File: src/rtl/bus_xfer_ctrl.sv
// Initiator for the shared data bus: each command runs READ/WRITE beat pairs through a holding register.
// Define BUS_XFER_STATS_EN to add xfer_cnt, a wrapping count of completed write beats.
module bus_xfer_ctrl #(
   parameter int DATA_W  = 8,
   parameter int N_PORTS = 3,
   parameter int SEL_W   = 2
) (
   input  logic               clk,
   input  logic               rst_n,
   input  logic               req_valid,
   output logic               req_ready,
   input  logic [SEL_W-1:0]   req_src,
   input  logic [SEL_W-1:0]   req_dst,
   input  logic [3:0]         req_len,
   output logic [N_PORTS-1:0] src_oe,
   input  logic [DATA_W-1:0]  bus_rd_data,
   output logic [N_PORTS-1:0] dst_we,
   output logic [DATA_W-1:0]  bus_wr_data,
   output logic               busy,
   output logic               done,
   output logic               err
`ifdef BUS_XFER_STATS_EN
   ,
   output logic [7:0]         xfer_cnt
`endif
);

   typedef enum logic [1:0] {S_IDLE, S_READ, S_WRITE, S_ERR} state_t;

   state_t            r_state;
   state_t            w_state_next;
   logic [SEL_W-1:0]  r_src;
   logic [SEL_W-1:0]  r_dst;
   logic [3:0]        r_len;
   logic [3:0]        r_cnt;
   logic [DATA_W-1:0] r_hold;
   logic              w_accept;
   logic              w_legal;
   logic              w_last;

   assign req_ready = (r_state == S_IDLE) && rst_n;
   assign w_accept  = req_valid && req_ready;
   assign w_legal   = (int'(req_src) < N_PORTS) && (int'(req_dst) < N_PORTS);
   assign w_last    = (r_cnt == r_len);

   always_ff @(posedge clk or negedge rst_n) begin
      if (!rst_n) begin
         r_state <= S_IDLE;
      end else begin
         r_state <= w_state_next;
      end
   end

   always_comb begin
      w_state_next = r_state;
      case (r_state)
         S_IDLE:  if (w_accept) w_state_next = w_legal ? S_READ : S_ERR;
         S_READ:  w_state_next = S_WRITE;
         S_WRITE: w_state_next = w_last ? S_IDLE : S_READ;
         default: w_state_next = S_IDLE;
      endcase
   end

   // Command fields are only sampled at acceptance, so req_* while busy cannot disturb a burst.
   always_ff @(posedge clk or negedge rst_n) begin
      if (!rst_n) begin
         r_src  <= '0;
         r_dst  <= '0;
         r_len  <= '0;
         r_cnt  <= '0;
         r_hold <= '0;
      end else begin
         if (w_accept) begin
            r_src <= req_src;
            r_dst <= req_dst;
            r_len <= req_len;
            r_cnt <= '0;
         end
         if (r_state == S_READ) begin
            r_hold <= bus_rd_data;
         end
         if (r_state == S_WRITE) begin
            r_cnt <= w_last ? 4'd0 : r_cnt + 4'd1;
         end
      end
   end

   for (genvar gi = 0; gi < N_PORTS; gi++) begin : g_sel
      assign src_oe[gi] = (r_state == S_READ)  && (int'(r_src) == gi);
      assign dst_we[gi] = (r_state == S_WRITE) && (int'(r_dst) == gi);
   end

   assign bus_wr_data = r_hold;
   assign busy        = (r_state != S_IDLE);
   assign done        = (r_state == S_WRITE) && w_last;
   assign err         = (r_state == S_ERR);

`ifdef BUS_XFER_STATS_EN
   logic [7:0] r_xfer_cnt;

   always_ff @(posedge clk or negedge rst_n) begin
      if (!rst_n) begin
         r_xfer_cnt <= '0;
      end else if (r_state == S_WRITE) begin
         r_xfer_cnt <= r_xfer_cnt + 8'd1;
      end
   end

   assign xfer_cnt = r_xfer_cnt;
`endif

endmodule

File: config.mk
export PLATFORM = sky130hd
export DESIGN_NAME = bus_xfer_ctrl
export DESIGN_NICKNAME = d
export VERILOG_FILES = /design/src/rtl/bus_xfer_ctrl.sv
export SDC_FILE = /design/constraint.sdc
export NUM_CORES = 1
export LEC_CHECK = 0
export CAP_MARGIN = 30
export CORE_ASPECT_RATIO = 0.9
export CORE_MARGIN = 2
export CORE_UTILIZATION = 43
export DETAILED_ROUTE_END_ITERATION = 16
export MAX_ROUTING_LAYER = met4
export PLACE_DENSITY = 0.77
export SLEW_MARGIN = 20
export SYNTH_ARGS = -nofsm -noshare
export SYNTH_HDL_FRONTEND = slang
export SYNTH_SLANG_ARGS = --single-unit
File: constraint.sdc
create_clock -name clk -period 1.6 [get_ports clk]
set_input_delay 0.16 -clock clk [delete_from_list [all_inputs] [get_ports clk]]
set_output_delay 0.16 -clock clk [all_outputs]
set_load 0.05 [all_outputs]
==> run summary, run 1 <==
Status: finished, violations left
Failing checks: negative setup slack
RSZ-0062 raised after global routing: yes
Register area share after synthesis: 0.535
RePlAce Congestion: 0.872
DR vias: 902
Clock latency on the worst-skew pair: 300 ps
Async S/R FF share, synth: 1.00
Worst Max-Slew Pin Slew: 458 ps
Setup CP Type: flip-flop to output port
Initial core utilization: 0.463
Pwr dens: 2090 nW/um^2
VDD IR max: 1.45 mV
# IOs: 37
Levels on crit path: 4
FF-to-FF Start: r_len[1]$_DFFE_PN0P_
Post-Syn Nets: 117
Top cell type's share of synthesized area: 0.535
H-tree depth: 1
Worst setup SP type: flip-flop
Initial DRT Pass Iterations: 4
Crit-path cells: xor2_1 -> or4_4 -> nor2_4 -> buf_12
TritonCTS Buffers: 3
Die Wd: 55.6 um
Die H: 50.4 um
Worst Skew: 1.12 ps
Post-DRT Antenna Nets: 0
Die area: 2800 um^2
Top sig layer: met4
Vias per cell: 5.15
Root Driver: clkbuf_4
Drt wl/cell: 15.2 um
CP Buf/Inv Count: 1
Post-CTS Hold Buffers: 0
Max incr delay on CP: 570 ps
Rel. slew slack: 0.691
Worst Hold Slack: 340 ps
Avg Synthesized Cell Area: 10.6 um^2
Initial antenna violation count: 0
Fillers: 151
Largest net degree at the start of global routing: 23
First-pass GRT wire length: 4560 um
# diodes: 0
Area Growth Syn to Fin: 68.2%
Post-DP HPWL: 1930 um
CP startpoint: r_len[1]$_DFFE_PN0P_
Top FF cell, synth: dfrtp_1
Minimum clock period: 1890 ps
Maxcap violations: 0
Total GRT Usage: 0.221
Met2 Wirelength: 1470 um
Synth Warn #: 0
R2R depth: 4
P_leak: 0.792 nW
1st-iter DRT viols: 11
Core Util, Final: 0.779
Max Slew Vio Count: 0
M1 WL: 1070 um
Synthesized area: 1030 um^2
DRC violations left: 0
Worst setup EP type: output port
CP Data Required Time: 1440 ps
Clock sink total: 22
Layout cells sized above 1: 0.399
Reg2reg end: r_cnt[3]$_DFFE_PN0P_
Top cell family by delay on the critical path: simple AND/OR/NAND/NOR gates
Commonest cells post-synth: nand2_1, dfrtp_1, mux2_2
Core area: 2220 um^2
Fmax: 529 MHz
Clk slew on worst S/H paths: 120 ps
Met3 Wirelength: 85 um
Longest Clk Path Bufs: 2
Post-layout nets: 169
Final WL: 2650 um
Post-synth EDFFs: 0
Syn Inst Count: 97
Period utilization: 1.18
TNS Setup: -290 ps
# rows: 16
Slowest stage cell on the critical path: or4_4
Worst Slack Setup Final: -290 ps
Critical Path Sink: done
HP Class: input pin to async pin
IO buf count: 36
Crit path max fanout: 3
FF+latch count, synth: 22
Critical Path AT: 1730 ps
Most common cell in the netlist: nand2_1
GR Overflow Total: 0
Dominant cell type by area after synthesis: dfrtp_1
Synth cell types: 27
Final hold vios: 0
Setup Viol. Count Final: 1
Vias in the first global route: 970
TritonCTS clock tree: done
R2R Setup Slk: 60 ps
Synth area leaders: dfrtp_1, mux2_2, nand2_1
==> how the worst min path moves through the flow <==
stage | cells past startpoint | start | end | slack [ps]
finish | 3 | rst_n | bus_wr_data[3]$_DFFE_PN0P_ | 340
global route | 3 | rst_n | bus_wr_data[1]$_DFFE_PN0P_ | 360
CTS | 3 | rst_n | bus_wr_data[3]$_DFFE_PN0P_ | 330
detailed placement | 2 | bus_wr_data[6]$_DFFE_PN0P_ | bus_wr_data[6]$_DFFE_PN0P_ | 470
global placement | 2 | bus_wr_data[6]$_DFFE_PN0P_ | bus_wr_data[6]$_DFFE_PN0P_ | 460
floorplan | 0 | rst_n | bus_wr_data[0]$_DFFE_PN0P_ | -140
==> layout make-up <==
type	count	area [um^2]	area share
multi-input cells	70	548	0.317
well taps	27	33.8	0.0195
inverters	2	7.51	0.00434
clock buffers	4	36.3	0.0210
repair buffers	50	553	0.320
flip-flops and latches	22	552	0.319
==> worst min-delay path, stage by stage <==
cell and delay [ps]:
clkdlybuf4s50_1 490, buf_4 120, buf_4 270
==> layer usage <==
| metal | vias to the layer above | track usage |
|---|---|---|
| met2 | 18 | 0.387 |
| met3 | 2 | 0.0232 |
| met4 | 0 | 0.0894 |
| li1 | 435 | - |
| met5 | - | - |
| met1 | 447 | 0.264 |
==> cells by family (layout without fill, tap and decap cells) <==
| family | count (synthesis) | in the layout | share of synthesized area |
|---|---|---|---|
| AND/OR/NAND/NOR | 48 | 48 | 0.246 |
| AO/OA/AOI/OAI | 8 | 8 | 0.0572 |
| XOR/XNOR | 5 | 5 | 0.0426 |
| flip-flops | 22 | 22 | 0.535 |
| multiplexers | 8 | 8 | 0.0876 |
| buffers and inverters | 5 | 56 | 0.0195 |
| adder cells (fa/ha/maj) | 1 | 1 | 0.0122 |
==> per-stage QoR <==
| step | instances | setup slack [ps] | power, W | area (um^2) |
|---|---|---|---|---|
| after floorplan | 97 | -85.2 | 0.00224 | 1060 |
| after global placement | 167 | 52.4 | 0.00294 | 1590 |
| after detailed placement | 167 | 37.5 | 0.00302 | 1590 |
| after CTS | 174 | -296 | 0.00352 | 1690 |
| after global routing | 175 | -353 | 0.00382 | 1730 |
| final | 175 | -290 | 0.00361 | 1730 |
==> cells in the final DEF, fill, tap and decap left out, types with 2 or more instances in the layout <==
| cell | instances |
|---|---|
| mux2_2 | 8 |
| buf_4 | 20 |
| clkdlybuf4s50_1 | 18 |
| clkbuf_4 | 3 |
| buf_6 | 2 |
| dfrtp_1 | 21 |
| nand2b_4 | 2 |
| nand2_1 | 24 |
| xor2_1 | 5 |
| nand3b_1 | 2 |
| nor3b_4 | 4 |
| nor3_2 | 2 |
| o21ai_0 | 2 |
| nor2_4 | 2 |
| inv_1 | 2 |
| o41ai_1 | 2 |
| buf_12 | 10 |
==> where the power goes <==
group	internal (W)	total (W)	switching, W
sequential	0.000816	0.00106	0.000249
clock	0.000139	0.000308	0.000169
combinational	0.000994	0.00224	0.00125
total	0.00195	0.00361	0.00166
==> what timing repair did <==
action	CTS	global route
resized for setup	11	4
buffers inserted	3	1
setup endpoints to repair	8	6
pin swaps	2	3
gates cloned	0	0
==> registers in the layout, indices dropped and copies added (netlist names) <==
name and cells:
bus_wr_data 8, r_cnt 4, r_dst 2, r_len 4
r_src 2, r_state 2
No activity file was read; power rests on OpenSTA's default activity.
==> run 2, diff against run 1 <==
Settings changed: CORE_UTILIZATION 43 to 40, PLACE_DENSITY 0.77 to 0.73.
Clock period 1.6 ns to 1.9 ns, I/O delays scaled along.
==> run 2 against run 1 <==
The flow still finishes with violations (negative setup slack). Setup slack better by 230 ps. Core utilization is 12 points lower. Clock power is 18% lower. Die area is 6.9% higher. Global-route usage is 3.3 points lower. Combinational power is 27% lower. Critical path type unchanged.
==> run summary, run 2 (synthesis gave the netlist of run 1 again) <==
Max reg flops: 8 (unchanged)
TritonCTS Buffers: 3 (unchanged)
Post-DP HPWL: 1940 um (+0.67%)
RePlAce Congestion: 0.798 (-8.5%)
Final WL: 2500 um (-5.8%)
Minimum clock period: 1960 ps
Max incr delay on CP: 580 ps (about the same)
Clock network power share: 0.092 (+0.007)
DR vias: 853 (-5.4%)
DRC violations left: 0 (unchanged)
Post-DRT Antenna Nets: 0 (unchanged)
Setup CP Type: flip-flop to output port
Final hold vios: 0 (unchanged)
First-pass GRT wire length: 4100 um (-10%)
# rows: 17 (+1)
Maxcap violations: 0 (unchanged)
H-tree depth: 1 (unchanged)
Layout cells sized above 1: 0.257 (-0.142)
Worst Slack Setup Final: -57.9 ps (+232 ps)
Clock sink total: 22 (unchanged)
Fmax: 511 MHz
Setup Viol. Count Final: 1 (unchanged)
Vias in the first global route: 908 (-6.4%)
HP Class: input pin to async pin
Commonest cells after routing, fill and taps aside: clkdlybuf4s50_1, nand2_1, dfrtp_1
Dpl cells: 161 (-3.6%)
Pwr dens: 1720 nW/um^2 (-18%)
Period utilization: 1.03
Initial DRT Pass Iterations: 4 (unchanged)
Clock latency on the worst-skew pair: 300 ps (about the same)
Post-CTS Hold Buffers: 0 (unchanged)
1st-iter DRT viols: 16 (+5)
Comb power frac: 0.596 (-0.024)
Worst Max-Slew Pin Slew: 558 ps (+100 ps)
P_leak: 0.707 nW (-11%)
Largest net degree at the start of global routing: 23 (unchanged)
Crit path max fanout: 3 (unchanged)
Area Growth Syn to Fin: 55.7%
Initial antenna violation count: 0 (unchanged)
TNS Setup: -57.9 ps (+232 ps)
Max Slew Vio Count: 0 (unchanged)
Total GRT Usage: 0.189 (-0.0326)
Placed Area: 1540 um^2 (-3.1%)
Cell Int Power: 0.00147 W (-25%)
Critical Path AT: 1770 ps (+40 ps)
GR Overflow Total: 0 (unchanged)
Worst setup EP type: output port
Die Wd: 57.5 um (+3.4%)
Design Power: 0.00276 W (-24%)
CP Data Required Time: 1710 ps (+270 ps)
VDD IR max: 1.21 mV (-16%)
Core area: 2450 um^2 (+10%)
Initial core utilization: 0.420 (-0.0424)
Slowest stage cell on the critical path: or4_4
Switching pwr: 0.00129 W (-22%)
Rel. slew slack: 0.627 (-0.0637)
Worst Skew: 2.84 ps (+1.72 ps)
Root Driver: clkbuf_4
# IOs: 37 (unchanged)
Crit-path cells: xor2_1 -> or4_4 -> nor2_4 -> buf_12
Post-layout nets: 161 (-4.7%)
TritonCTS clock tree: done
Layout Cells excl Fill: 168 (-4.0%)
Clk slew on worst S/H paths: 120 ps (about the same)
Worst setup SP type: flip-flop
Finished layout cell area: 1600 um^2 (-7.4%)
Failing checks: negative setup slack
Longest Clk Path Bufs: 2 (unchanged)
Vias per cell: 5.08 (-1.5%)
IO buf count: 36 (unchanged)
Drt wl/cell: 14.9 um (-1.9%)
# diodes: 0 (unchanged)
Commonest non-fill, non-tap cell in the layout: clkdlybuf4s50_1
Switching share of total power: 0.468 (+0.00700)
RSZ-0062 raised after global routing: yes
Status: finished, violations left
Reg power frac: 0.312 (+0.017)
Die area: 2990 um^2 (+6.9%)
Die H: 52.1 um (+3.4%)
-- run 2: cell types whose count changed in the layout (fill, tap and decap cells not counted), sizes merged --
cell           before  now
buf                32   15
clkdlybuf4s50      18   26
dlygate4sd2         0    1
-- run 2: path summary, 6_finish.rpt --
check / cells after the start / startpoint / endpoint / slack (ps)
setup / recovery: 4 / r_len[1]$_DFFE_PN0P_ / done / -60
hold / removal: 2 / rst_n / r_len[1]$_DFFE_PN0P_ / 300
setup reg to reg: 3 / r_state[0]$_DFFE_PN0P_ / r_src[0]$_DFFE_PN0P_ / 360
hold reg to reg: 2 / bus_wr_data[3]$_DFFE_PN0P_ / bus_wr_data[3]$_DFFE_PN0P_ / 490
max in group asynchronous: 2 / rst_n / bus_wr_data[5]$_DFFE_PN0P_ / 1370
min in group clk: 3 / bus_rd_data[6] / bus_wr_data[6]$_DFFE_PN0P_ / 400
-- run 2: critical path: cells and delay by family (launching register included) --
family / cells / cell delay [ps]
buf+inv: 1 / 140
xor+xnor: 1 / 200
flops: 1 / 420
simple gates: 2 / 700
-- run 2: layer usage --
| metal | global-route usage | routed length [um] | up-vias |
|---|---|---|---|
| li1 | - | - | 415 |
| met1 | 0.235 | 1060 | 405 |
| met2 | 0.297 | 1270 | 27 |
| met3 | 0.0199 | 105 | 6 |
| met4 | 0.116 | 58 | 0 |
| met5 | - | 0 | - |
-- run 2: timing repair --
| item | 4_1_cts | 5_1_grt |
|---|---|---|
| endpoints found under the setup margin | 2 | 5 |
| hold endpoints to repair | 0 | 0 |
| setup buffers | 3 | 0 |
| gates resized for setup | 2 | 0 |
| pin swaps | 1 | 1 |
-- run 2: cell type report --
class | instances | area [um^2]
Clock buffer | 4 | 36.3
Fill cell | 207 | 845
Inverter | 2 | 7.51
Multi-Input combinational cell | 70 | 490
Sequential cell | 22 | 551
Tap cell | 28 | 35.0
Timing Repair Buffer | 42 | 482
-- run 2: power by group through the flow --
stage / sequential, W / clock, W / combinational [W]
4_1_cts: 0.000863 / 0.000263 / 0.00165
3_5_place_dp: 0.000888 / 0 / 0.00160
3_3_place_gp: 0.000867 / 0 / 0.00155
6_report: 0.000861 / 0.000254 / 0.00164
5_1_grt: 0.000892 / 0.000280 / 0.00175
2_1_floorplan: 0.00114 / 0 / 0.000738
-- run 2: stage by stage --
step	hold slack (ps)	util	setup WS [ps]
2_1_floorplan	-106	-	-33.7
3_3_place_gp	456	0.629	247
3_5_place_dp	462	0.629	223
4_1_cts	305	0.655	-55.6
5_1_grt	321	0.655	-98.9
6_report	304	0.655	-57.9
